### config.mk
export PLATFORM = sky130hd
export DESIGN_NAME = d_mem_wait_sim
export DESIGN_NICKNAME = d
export VERILOG_FILES = /design/src/rtl/d_mem_wait_sim.sv
export SDC_FILE = /design/constraint.sdc
export NUM_CORES = 1
export LEC_CHECK = 0
export BUFFER_PORTS_ARGS = -buffer_cell sky130_fd_sc_hd__buf_2
export CAP_MARGIN = 20
export CORE_AREA = 2 2 240 195
export CTS_BUF_LIST = sky130_fd_sc_hd__clkbuf_16
export DETAILED_ROUTE_END_ITERATION = 12
export DIE_AREA = 0 0 242 197
export PLACE_DENSITY = 0.72
export SYNTH_ARGS = -nofsm -noshare
export SYNTH_HDL_FRONTEND = slang
export SYNTH_SLANG_ARGS = --single-unit
### constraint.sdc
create_clock -name clk -period 9.1 [get_ports clk]
set_input_delay 0.91 -clock clk [delete_from_list [all_inputs] [get_ports clk]]
set_output_delay 0.91 -clock clk [all_outputs]
set_load 0.02 [all_outputs]
### src/rtl/d_mem_wait_sim.sv
// Simulation data memory for the CPU d_* bus: per-direction wait states, range error flag
// and completed-access counters. The memory array is preloaded at time zero and survives rst.
module d_mem_wait_sim #(
  parameter int                      D_ADDR_WIDTH = 8,
  parameter int                      D_DATA_WIDTH = 8,
  parameter int                      D_MEM_LENGTH = 64,
  parameter int                      RD_WAIT      = 0,
  parameter int                      WR_WAIT      = 0,
  parameter logic [D_DATA_WIDTH-1:0] INIT_VALUE   = '0,
  parameter logic                    DIR_WRITE    = 1'b1
) (
  input  logic                    clk,
  input  logic                    rst,
  input  logic                    d_req,
  input  logic                    d_dir,
  input  logic [D_ADDR_WIDTH-1:0] d_addr,
  input  logic [D_DATA_WIDTH-1:0] d_wdata,
  output logic                    d_ack,
  output logic [D_DATA_WIDTH-1:0] d_rdata,
  output logic                    d_err,
  output logic [31:0]             rd_count,
  output logic [31:0]             wr_count
);
  localparam int IDX_W = (D_MEM_LENGTH > 1) ? $clog2(D_MEM_LENGTH) : 1;

  typedef enum logic [1:0] {S_IDLE, S_WAIT, S_DONE} state_t;

  state_t                  state, state_nx;
  logic [7:0]              cnt;
  logic                    wr_q;
  logic [D_ADDR_WIDTH-1:0] addr_q;
  logic [D_DATA_WIDTH-1:0] wdata_q;
  logic                    err_q;

  logic [D_DATA_WIDTH-1:0] mem [D_MEM_LENGTH] = '{default: INIT_VALUE};

  logic                    req_wr;
  logic [7:0]              wait_ld;
  logic                    acc_wr;
  logic [D_ADDR_WIDTH-1:0] acc_addr;
  logic [D_DATA_WIDTH-1:0] acc_wdata;
  logic                    in_range;
  logic [IDX_W-1:0]        idx;
  logic                    done_en;

  assign req_wr  = (d_dir == DIR_WRITE);
  assign wait_ld = req_wr ? 8'(WR_WAIT) : 8'(RD_WAIT);

  // A zero-wait access completes on the sampling edge itself, so take the live bus in IDLE.
  assign acc_wr    = (state == S_IDLE) ? req_wr  : wr_q;
  assign acc_addr  = (state == S_IDLE) ? d_addr  : addr_q;
  assign acc_wdata = (state == S_IDLE) ? d_wdata : wdata_q;
  assign in_range  = 64'(acc_addr) < 64'(D_MEM_LENGTH);
  assign idx       = IDX_W'(acc_addr);
  assign done_en   = (state_nx == S_DONE);

  always_ff @(posedge clk) begin
    if (rst) state <= S_IDLE;
    else     state <= state_nx;
  end

  always_comb begin
    state_nx = state;
    case (state)
      S_IDLE: if (d_req) state_nx = (wait_ld == 8'd0) ? S_DONE : S_WAIT;
      S_WAIT: begin
        if (!d_req)           state_nx = S_IDLE;
        else if (cnt == 8'd1) state_nx = S_DONE;
      end
      S_DONE:  state_nx = S_IDLE;
      default: state_nx = S_IDLE;
    endcase
  end

  always_comb begin
    d_ack = (state == S_DONE);
    d_err = d_ack & err_q;
  end

  always_ff @(posedge clk) begin
    if (rst) begin
      cnt      <= '0;
      wr_q     <= 1'b0;
      addr_q   <= '0;
      wdata_q  <= '0;
      err_q    <= 1'b0;
      d_rdata  <= '0;
      rd_count <= '0;
      wr_count <= '0;
    end else begin
      if (state == S_IDLE && d_req) begin
        wr_q    <= req_wr;
        addr_q  <= d_addr;
        wdata_q <= d_wdata;
        cnt     <= wait_ld;
      end else if (state == S_WAIT) begin
        cnt <= cnt - 8'd1;
      end
      if (done_en) begin
        err_q <= !in_range;
        if (acc_wr) begin
          wr_count <= wr_count + 32'd1;
        end else begin
          rd_count <= rd_count + 32'd1;
          d_rdata  <= in_range ? mem[idx] : '0;
        end
      end
    end
  end

  always_ff @(posedge clk) begin
    if (!rst && done_en && acc_wr && in_range) mem[idx] <= acc_wdata;
  end
endmodule
After elaboration in Yosys (flattened, before gate mapping):

Memories as Yosys holds them, arrays and structs flattened.
Cells that the tools add are included.

* bits in registers: 100
* memories: 1
* output and inout port bits: 74
* logic and storage cells: 40
* bits in writable memories: 512
* input bits: 20

Memories
* mem: depth 64, width 8, read ports 1, clocked after memory_dff 0, wr ports 1, RTL line 35 `logic [D_DATA_WIDTH-1:0] mem [D_MEM_LENGTH] = '{default: INIT_VALUE};`

* bitwise operators: 2
* magnitude comparators: 1
* eq/ne operators: 4
* add/sub/neg operators: 3
* reduce and logical (&&, ||, !) cells: 10
* mux-type cells: 10

Operators by type and width (count)
* adder 32 x 1 -> 32 bit, second input constant: 2
* 2-to-1 mux 8 bit: 3
* equality test 8 x 1 -> 1 bit, second input constant: 1
* < comparator 8 x 7 -> 1 bit, second input constant: 1
* subtractor 8 x 1 -> 8 bit, second input constant: 1
* 2-to-1 mux 2 bit: 3
* equality test 2 bit, second input constant: 2
* logical AND 1 bit: 4
* one-hot mux 2 bit (2 select lines): 1
* AND reduction 2 bit: 2
* 2-to-1 mux 1 bit: 3
* equality test 2 x 1 -> 1 bit, second input constant: 1
* zero test 1 bit: 2
* zero test 2 bit: 1
* OR reduction 2 bit: 1
* AND 1 bit: 1
* inverter 1 bit: 1

Depth between registers and ports, before layout:

Gate-level depths: netlist (run 1).

* depth after elaboration: 10
* gate-level depth with buffers: 12
* mapped depth without buffers: 10

Worst setup path before layout (run 1):

Ideal clock, no wire load.

* path kind: input to register
* from: input d_addr[0]
* to: memory mem[14][0] (enable)
* path buffers: 3
* setup time: 370 ps
* data required time: 8730 ps
* cell stages on the path: 7
* setup slack: 5472 ps
* arrival: 3257 ps
* path through: clkbuf_1 > or4b_2 > o21ai_1 > clkbuf_1 > buf_1 > nand3_1 > nor2_1

* cells in the longest elaborated chain, start to end: 5

Ends and longest elaborated chain
* start, declared: RTL line 16 `input logic [D_ADDR_WIDTH-1:0] d_addr,`
* 2-to-1 mux 8 bit *: RTL line 51 `assign acc_addr = (state == S_IDLE) ? d_addr : addr_q;`
* < comparator 8 x 7 -> 1 bit: RTL line 53 `assign in_range = 64'(acc_addr) < 64'(D_MEM_LENGTH);`
* logical AND 1 bit: RTL line 112 `if (!rst && done_en && acc_wr && in_range) mem[idx] <= acc_wdata;`
* 2-to-1 mux 1 bit: RTL line 112
* 2-to-1 mux 1 bit (implied by the code): RTL line 112
* end, declared: RTL line 35

Every way passes the cells marked *; elsewhere a longest branch is shown, timed or not.

Final worst setup path (run 1):

* from: register cnt[2]
* to: memory mem[43][3] (enable)

* cells in the longest elaborated chain, start to end: 10

Ends and longest elaborated chain
* start, declared: RTL line 29 `logic [7:0] cnt;`
* start signal, assigned: RTL line 95 `cnt <= wait_ld;`
* start signal, assigned: RTL line 97 `cnt <= cnt - 8'd1;`
* equality test 8 x 1 -> 1 bit: RTL line 68 `else if (cnt == 8'd1) state_nx = S_DONE;`
* 2-to-1 mux 2 bit: RTL line 68
* 2-to-1 mux 2 bit: RTL line 67 `if (!d_req) state_nx = S_IDLE;`
* one-hot mux 2 bit (2 select lines): RTL line 64 `case (state)`
* equality test 2 bit: RTL line 55 `assign done_en = (state_nx == S_DONE);`
* logical AND 1 bit (3 in a row): RTL line 112
* 2-to-1 mux 1 bit: RTL line 112
* 2-to-1 mux 1 bit (implied by the code): RTL line 112

Every way passes these cells.

==> implementation parameters, run 1 <==
Parameter                              Value

Run status
  Run status    finished clean

Timing
  Actual transition at the worst max-transition pin    1.04 ns
  Ratio of final minimum period to clock period    51.1%
  Unrepaired setup endpoints after global routing    no
  Fin crit period    4.65 ns
  Max transition margin    30.2%
  Setup-failing EPs final    0
  Final hold viol count    0
  TNS Setup    0 ns
  Clk_skew    0.0264 ns
  Highest attainable clock frequency    0.215 GHz
  Final count of pins violating max slew    0
  Post-route worst setup slack    4.45 ns

Routing
  Number of DRC markers after the initial detailed-route iteration    2565
  DRT Wirelength    65.0 mm
  Via Count    16.1k
  Number of vias per cell    6.31
  DRC violation count after routing    0
  Post-route ant nets    0
  Drt first pass iters    6
  Drt wl/cell    25.4 um

Power
  Total power    5.74 mW
  Leak pwr    8.91 nW
  Relative contribution of sequential cells to total power    53.5%
  Worst ir drop on vdd    0.000177 V
  Power dissipated by switching net loads    1.32 mW
  Pwr per Cell Area    214 nW/um2
  Proportion of power drawn by combinational gates    6.4%
  Part of the power in the clock network    40.1%
  Switching Share    23.1%
  Design internal power    4.41 mW

Yosys
  Count of unique library cells instantiated by Yosys    61
  Share of synthesized flip-flops with an asynchronous set or reset    0%
  Number of enable-type register cells in the synthesized netlist    512
  Post-synth net total    1842
  Gate count of the mapped netlist    1818
  Sequential-to-total area share from yosys stat    73.1%
  Post-synthesis instance area    23800 um2
  Synth Warn #    0
  Predominant post-synthesis flop cell    sky130_fd_sc_hd__edfxtp_1
  Synthesis-stage register bit count    612
  Avg Inst Size Synth    13.1 um2

CTS
  Root Buffer    sky130_fd_sc_hd__clkbuf_16
  Post-CTS resize count    0
  Hold-fix buffers at CTS    0
  Post-CTS Setup Inserts    0
  Post-CTS clock slew at the launch and capture registers of the worst setup and hold paths    0.06 ns
  Sinks on the clock net    612
  TritonCTS Buffers    56
  Depth of the CTS H-tree    2
  Clock tree buffer depth    3
  Clock tree from TritonCTS    done
  Clock latency on the worst-skew pair    0.62 ns

Global routing
  First-pass GRT wire length    96.8 mm
  Met3 Resource Use GR    7.90%
  Routing layer with the top usage in global route    met2
  Number of global-route vias before repair    15.4k
  Overflow left after global routing    0
  Met2 demand-to-capacity share in global routing    40.5%
  GR Util All Layers    27.0%
  Met1 GRT Util    38.2%
  Initial antenna violation count    0
  Maximum number of pins on one net before global-route repair    74

Critical path
  Maximum cell stage delay along the critical path    0.99 ns
  Endpoint type of the worst setup path    flip-flop
  Worst Path Class, Setup    flip-flop to flip-flop
  Crit-path max FO    8
  Nature of the critical path startpoint    flip-flop
  CP max-delay cell    sky130_fd_sc_hd__nor2_1
  CP required    9.32 ns
  Sequence of cells on the critical path    or4_4 > o41a_4 > or2_2 > nor4_2 > nand3_1 > nor2_1
  CP Data Arrival Time    4.88 ns
  Worst r2r path cells    6

Floorplanning
  Die boundary width    242 um
  Number of I/O pins    94
  Die Y-Extent    197 um
  Number of core rows    70
  Effective utilization at floorplan    52.6%
  Area of the die    47700 um2
  CORE AREA    45200 um2

Final layout
  Net count of the finished layout    1923
  Fraction of layout cells with a size suffix above 1    12.0%
  Area added between synthesis and finish    12.6%
  Final antenna diode count    0
  Final Cell Area    26800 um2
  Final core utilization    59.3%

Min path
  Path class of the lowest-slack min-delay path    flip-flop to flip-flop
  Cell depth of the worst min-delay path    2

Placed design
  RD Place Congestion    0.897
  Pre-CTS WS    3.94 ns
  Placed wire-length estimate    38.4 mm
  Port bufs    93
  Post-place instance area    25000 um2

Job
  Maximum Capacitance Violations    0
sequential cells by signal, summed over array words and instances, names as in the netlist:
register	count
mem	512
rd_count	32
wr_count	32
addr_q	8
cnt	8
d_rdata	8
wdata_q	8
state	2
err_q	1
wr_q	1
cells in the mapped netlist, drive strengths merged, types with 7 or more instances:
library cell  instances  area, um2
inv                  11       41.3
nand3                78        390
xor2                 33        289
o221ai               11       96.3
nand2b                7       43.8
a32oi                17        149
a21oi                57        285
and2                  8       50.1
o21ai                45        225
nor3                 44        225
xnor2                23        201
nand2               277       1040
a31oi                37        231
or3                  17        111
edfxtp              512      15400
dfxtp               100       2000
and3                 16        100
buf                  13       51.3
o22ai               133        832
clkbuf               85        319
nor2                174        653
nor4                 15        100
a32o                  8       80.1
mux2i                26        260
nand4                10       77.6
cells in the final DEF (no fill, tap or decap), types with 5 or more instances in the layout:
| cell | synthesis | routed |
|---|---|---|
| sky130_fd_sc_hd__a21o_1 | 6 | 5 |
| sky130_fd_sc_hd__and2_1 | 8 | 8 |
| sky130_fd_sc_hd__o22ai_1 | 133 | 133 |
| sky130_fd_sc_hd__xor2_1 | 33 | 33 |
| sky130_fd_sc_hd__nand2b_1 | 7 | 7 |
| sky130_fd_sc_hd__dfxtp_1 | 100 | 100 |
| sky130_fd_sc_hd__clkinv_1 | 0 | 6 |
| sky130_fd_sc_hd__nand3_1 | 78 | 78 |
| sky130_fd_sc_hd__edfxtp_1 | 512 | 512 |
| sky130_fd_sc_hd__or3_1 | 16 | 16 |
| sky130_fd_sc_hd__buf_4 | 0 | 25 |
| sky130_fd_sc_hd__nor4_1 | 14 | 14 |
| sky130_fd_sc_hd__o221ai_1 | 11 | 11 |
| sky130_fd_sc_hd__nor2_1 | 174 | 173 |
| sky130_fd_sc_hd__nand2_2 | 0 | 8 |
| sky130_fd_sc_hd__xnor2_1 | 23 | 23 |
| sky130_fd_sc_hd__clkinv_2 | 0 | 9 |
| sky130_fd_sc_hd__a32oi_1 | 17 | 17 |
| sky130_fd_sc_hd__nor3_1 | 43 | 43 |
| sky130_fd_sc_hd__and3_1 | 16 | 16 |
| sky130_fd_sc_hd__or2_2 | 5 | 5 |
| sky130_fd_sc_hd__nand4_1 | 9 | 9 |
| sky130_fd_sc_hd__a32o_1 | 8 | 8 |
| sky130_fd_sc_hd__bufinv_16 | 0 | 5 |
| sky130_fd_sc_hd__clkbuf_16 | 0 | 56 |
| sky130_fd_sc_hd__mux2i_1 | 26 | 24 |
| sky130_fd_sc_hd__nand2_1 | 277 | 269 |
| sky130_fd_sc_hd__and4_1 | 5 | 5 |
| sky130_fd_sc_hd__o21ai_0 | 42 | 42 |
| sky130_fd_sc_hd__a31oi_1 | 37 | 37 |
| sky130_fd_sc_hd__inv_1 | 11 | 28 |
| sky130_fd_sc_hd__a21oi_1 | 57 | 56 |
| sky130_fd_sc_hd__buf_2 | 2 | 94 |
through the flow:
| stage | hold slack, ns | cells |
|---|---|---|
| finish | 0.458 | 2555 |
| global route | 0.479 | 2555 |
| CTS | 0.460 | 2553 |
| detailed placement | 0.450 | 2451 |
| global placement | 0.442 | 2450 |
| floorplan | 0.436 | 1818 |
metal layers:
layer / vias to the layer above / share of wire, %
met4: 0 / 3.4
met5: - / 0
met1: 7945 / 39
met2: 1018 / 45
met3: 153 / 13
li1: 7015 / -
path summary, 6_finish.rpt:
| check | from | to | slack [ns] |
|---|---|---|---|
| setup / recovery | cnt[2] | mem[43][3] | 4.45 |
| hold / removal | wdata_q[6] | wdata_q[6] | 0.46 |
| setup reg to reg | cnt[2] | mem[43][3] | 4.45 |
| hold reg to reg | wdata_q[6] | wdata_q[6] | 0.46 |
power groups by stage:
stage | logic (mW) | registers [mW] | clock network (mW)
after detailed placement | 0.354 | 3.13 | 0
after CTS | 0.356 | 3.07 | 2.32
final | 0.366 | 3.07 | 2.30
after global placement | 0.347 | 3.13 | 0
after floorplan | 0.205 | 3.13 | 0
after global routing | 0.387 | 3.07 | 2.43
cells by family (layout without fill, tap and decap cells):
family          after synthesis  count (layout)  share of synthesized area, %
fa+ha+maj                     4               4                         0.210
xor+xnor                     56              56                          2.06
mux                          29              29                          1.24
compound gates              339             339                          9.15
buf+inv                     109             234                          1.73
simple gates                669             669                          12.5
flops                       612             612                          73.1
area by class of cell:
type	instances	area, um2
clock buffer	56	1400
fill	3522	18400
inverter	11	41.3
sequential	612	17400
tap	612	766
timing repair buffer	121	713
clock inverter	46	397
multi-input combinational	1097	6090
critical path: cells and delay by family, from the launching register on:
family / cells / cell delay (ns)
compound gates: 1 / 0.40
simple gates: 5 / 3.50
flops: 1 / 0.36
Power figures use the tool's default switching activity.
==> run 2, diff against run 1 <==
==> config.mk (replaced) <==
export PLATFORM = sky130hd
export DESIGN_NAME = d_mem_wait_sim
export DESIGN_NICKNAME = d
export VERILOG_FILES = /design/src/rtl/d_mem_wait_sim.sv
export SDC_FILE = /design/constraint.sdc
export NUM_CORES = 1
export LEC_CHECK = 0
export ABC_AREA = 1
export BUFFER_PORTS_ARGS = -buffer_cell sky130_fd_sc_hd__buf_2
export CAP_MARGIN = 20
export CORE_AREA = 2 2 256 207
export CTS_BUF_LIST = sky130_fd_sc_hd__clkbuf_16
export DETAILED_ROUTE_END_ITERATION = 12
export DIE_AREA = 0 0 258 209
export PLACE_DENSITY = 0.71
export SYNTH_ARGS = -nofsm -noshare
export SYNTH_HDL_FRONTEND = slang
export SYNTH_SLANG_ARGS = --single-unit
==> constraint.sdc (replaced) <==
create_clock -name clk -period 4.4 [get_ports clk]
set_input_delay 0.44 -clock clk [delete_from_list [all_inputs] [get_ports clk]]
set_output_delay 0.44 -clock clk [all_outputs]
set_load 0.02 [all_outputs]
==> run 2 against run 1 <==
  * Non-clock buffer count is 36 higher
  * Register-to-register slack worse by 3.6 ns
  * Fmax is 31% higher
  * Combinational power grew to 3.0 times the previous value
  * Final cell count is 44% higher
  * Critical path depth is 7 higher
  * Power is 110% higher
  * Wire length is 11% higher
  * First-iteration DRC count is 0.62% higher
  * Global-route usage is 0.28 points lower
  * Synthesized area is 14% higher
  * Critical path type unchanged
  * Largest cell class unchanged
==> implementation parameters, run 2 <==
Parameter                              Value

Yosys
  Share of the synthesized area in the top cell type    56.9%
  Post-synth net total    2863
  Predominant post-synthesis flop cell    sky130_fd_sc_hd__edfxtp_1
  Post-synthesis instance area    27000 um2
  Dominant cell type by area after synthesis    sky130_fd_sc_hd__edfxtp_1
  Sequential-to-total area share from yosys stat    64.4%
  Number of enable-type register cells in the synthesized netlist    512
  Synth Warn #    0
  Share of synthesized flip-flops with an asynchronous set or reset    0%
  Count of unique library cells instantiated by Yosys    43
  Synthesis-stage register bit count    612
  Top cells by count, synth    sky130_fd_sc_hd__nand2_1 (1092), sky130_fd_sc_hd__edfxtp_1 (512), sky130_fd_sc_hd__inv_1 (286)
  Cell with the most instances after synthesis    sky130_fd_sc_hd__nand2_1
  Biggest area contributors in the synthesized netlist    sky130_fd_sc_hd__edfxtp_1 (57%), sky130_fd_sc_hd__nand2_1 (15%), sky130_fd_sc_hd__dfxtp_1 (7.4%)
  Gate count of the mapped netlist    2839
  Avg Inst Size Synth    9.51 um2

Power
  Proportion of power drawn by combinational gates    8.9%
  Worst ir drop on vdd    0.000408 V
  Relative contribution of sequential cells to total power    52.7%
  Design internal power    9.06 mW
  Pwr per Cell Area    399 nW/um2
  Power dissipated by switching net loads    2.99 mW
  Switching Share    24.8%
  Part of the power in the clock network    38.3%
  Total power    12.0 mW
  Leak pwr    12.4 nW

Critical path
  Endpoint type of the worst setup path    flip-flop
  CP Data Arrival Time    4.10 ns
  Start of the worst register-to-register path    state[0]
  Worst Path Class, Setup    flip-flop to flip-flop
  CP max-delay cell    sky130_fd_sc_hd__nor2_4
  CP required    4.94 ns
  Register-to-register setup slack    0.84 ns
  Delay-heaviest family, CP    simple AND/OR/NAND/NOR gates
  Most numerous cell on the critical path    sky130_fd_sc_hd__nand2_1
  Maximum cell stage delay along the critical path    0.63 ns
  Worst reg2reg path endpoint    d_rdata[5]
  Nature of the critical path startpoint    flip-flop
  Sequence of cells on the critical path    nor2_4 > nand2_1 > nand2_8 > buf_12 > buf_4 > nand2_1 > nand3_1 > nand2_1 > o21ai_1 > nand2_1 > nor2_1 > nand3_1 > a21oi_1
  WP buf/inv    2
  Crit-path max FO    77
  Worst r2r path cells    13

CTS
  Clock latency on the worst-skew pair    0.63 ns
  Post-CTS Setup Inserts    0
  Depth of the CTS H-tree    2
  Clock tree from TritonCTS    done
  Sinks on the clock net    612
  Post-CTS resize count    0
  TritonCTS Buffers    58
  Post-CTS clock slew at the launch and capture registers of the worst setup and hold paths    0.07 ns
  Clock tree buffer depth    3
  Hold-fix buffers at CTS    0
  Root Buffer    sky130_fd_sc_hd__clkbuf_16

Floorplanning
  Number of I/O pins    94
  Effective utilization at floorplan    52.2%
  Area of the die    53900 um2
  Die Y-Extent    209 um
  Die boundary width    258 um
  CORE AREA    51700 um2
  Number of core rows    75

Routing
  Number of vias per cell    5.47
  Number of DRC markers after the initial detailed-route iteration    2581
  Post-route ant nets    0
  Drt first pass iters    6
  DRC violation count after routing    0
  Drt wl/cell    19.6 um
  DRT Wirelength    72.1 mm
  Via Count    20.1k

Timing
  Highest attainable clock frequency    0.281 GHz
  Actual transition at the worst max-transition pin    0.996 ns
  Max transition margin    33.5%
  Clk_skew    0.0285 ns
  Final count of pins violating max slew    0
  Setup-failing EPs final    0
  Unrepaired setup endpoints after global routing    no
  Final Hold Slack    0.0668 ns
  Ratio of final minimum period to clock period    80.9%
  Fin crit period    3.56 ns
  TNS Setup    0 ns
  Post-route worst setup slack    0.841 ns
  Final hold viol count    0

Min path
  Path class of the lowest-slack min-delay path    input port to flip-flop
  Cell depth of the worst min-delay path    3
  Endpoint with the worst hold slack    addr_q[3]
  Worst min-delay path startpoint    d_addr[3]

Global routing
  First-pass GRT wire length    110 mm
  Routing layer with the top usage in global route    met1
  Met3 Resource Use GR    6.79%
  Initial antenna violation count    1
  Met1 GRT Util    39.2%
  GR Util All Layers    26.7%
  Met2 demand-to-capacity share in global routing    38.9%
  Overflow left after global routing    0
  Maximum number of pins on one net before global-route repair    78
  Number of global-route vias before repair    18.7k

Final layout
  Area taken by multi-input logic gates    8080 um2
  Final core utilization    58.3%
  Fraction of layout cells with a size suffix above 1    9.69%
  Fill cell instance count of the final layout    4292
  Area added between synthesis and finish    11.7%
  Net count of the finished layout    2963
  Number of non-filler instances in the completed layout    3677
  Max FFs per register    512
  Most frequent standard cell in the layout excluding fill and tap cells    sky130_fd_sc_hd__nand2_1
  Flip-flop and latch area    17400 um2
  Top library cells by usage in the layout, fill and taps aside    sky130_fd_sc_hd__nand2_1 (1091), sky130_fd_sc_hd__edfxtp_1 (512), sky130_fd_sc_hd__inv_1 (304)
  Biggest registers after layout    mem: 512 flops, rd_count: 32 flops, wr_count: 32 flops
  Final Cell Area    30200 um2
  Register containing the most flip-flops in the final layout    mem

Job
  Maximum Capacitance Violations    0

Placed design
  Port bufs    93
  RD Place Congestion    0.934
  Placed wire-length estimate    46.4 mm
  Post-Place Cells    3572
  Pre-CTS WS    1.02 ns
  Post-place instance area    28400 um2

Run status
  Run status    finished clean
run 2: cell types whose count changed after synthesis, sizes merged, moves of 62 or more:
cell	change
nand3	+140
o22ai	-133
inv	+286
buf	+62
o21ai	+69
nand2	+822
run 2: final cells by class:
class	count	share of cell area, %
inverter	298	3.71
clock buffer	59	4.89
multi-input combinational	1812	26.8
antenna	1	0.00829
clock inverter	45	0.821
sequential	612	57.6
tap	693	2.87
timing repair buffer	157	3.30
run 2: power by group through the flow:
| stage | clock [mW] | sequential, mW | combinational [mW] |
|---|---|---|---|
| floorplan | 0 | 6.50 | 0.644 |
| global placement | 0 | 6.48 | 1.04 |
| detailed placement | 0 | 6.48 | 1.06 |
| CTS | 4.66 | 6.35 | 1.06 |
| global route | 4.87 | 6.35 | 1.18 |
| finish | 4.62 | 6.35 | 1.08 |
run 2: per-layer routing:
metal / share of wire (%) / wire length [um]
met3: 11 / 8200
met1: 42 / 30600
met4: 2.9 / 2120
met5: 0 / 0
met2: 43 / 31100
run 2: kinds of logic (layout without fill, tap and decap cells):
| group | Yosys count | in the layout | share of synthesized area, % |
|---|---|---|---|
| buffers and inverters | 415 | 559 | 6.19 |
| flip-flops | 612 | 612 | 64.4 |
| XOR/XNOR | 36 | 36 | 1.17 |
| AND/OR/NAND/NOR | 1569 | 1569 | 24.0 |
| adder cells (fa/ha/maj) | 4 | 4 | 0.185 |
| AO/OA/AOI/OAI | 203 | 203 | 4.09 |
| other | 0 | 1 | 0 |
run 2: worst max-delay path by stage:
stage | start | depth (start not counted) | end | slack (ns)
4_1_cts | state[0] | 7 | mem[39][1] | 0.99
3_5_place_dp | state[0] | 7 | mem[39][1] | 1.02
3_3_place_gp | state[0] | 13 | d_rdata[5] | 1.09
6_report | state[0] | 13 | d_rdata[5] | 0.84
2_1_floorplan | state[0] | 4 | mem[0][0] | 0.30
5_1_grt | state[0] | 13 | d_rdata[5] | 0.69
run 2: worst register-to-register path, stage by stage, from the launching register on:
cell	delay, ns
sky130_fd_sc_hd__dfxtp_1	0.39
sky130_fd_sc_hd__nor2_4	0.63
sky130_fd_sc_hd__nand2_1	0.32
sky130_fd_sc_hd__nand2_8	0.40
sky130_fd_sc_hd__buf_12	0.35
sky130_fd_sc_hd__buf_4	0.32
sky130_fd_sc_hd__nand2_1	0.06
sky130_fd_sc_hd__nand3_1	0.07
sky130_fd_sc_hd__nand2_1	0.05
sky130_fd_sc_hd__o21ai_1	0.14
sky130_fd_sc_hd__nand2_1	0.11
sky130_fd_sc_hd__nor2_1	0.34
sky130_fd_sc_hd__nand3_1	0.12
sky130_fd_sc_hd__a21oi_1	0.16
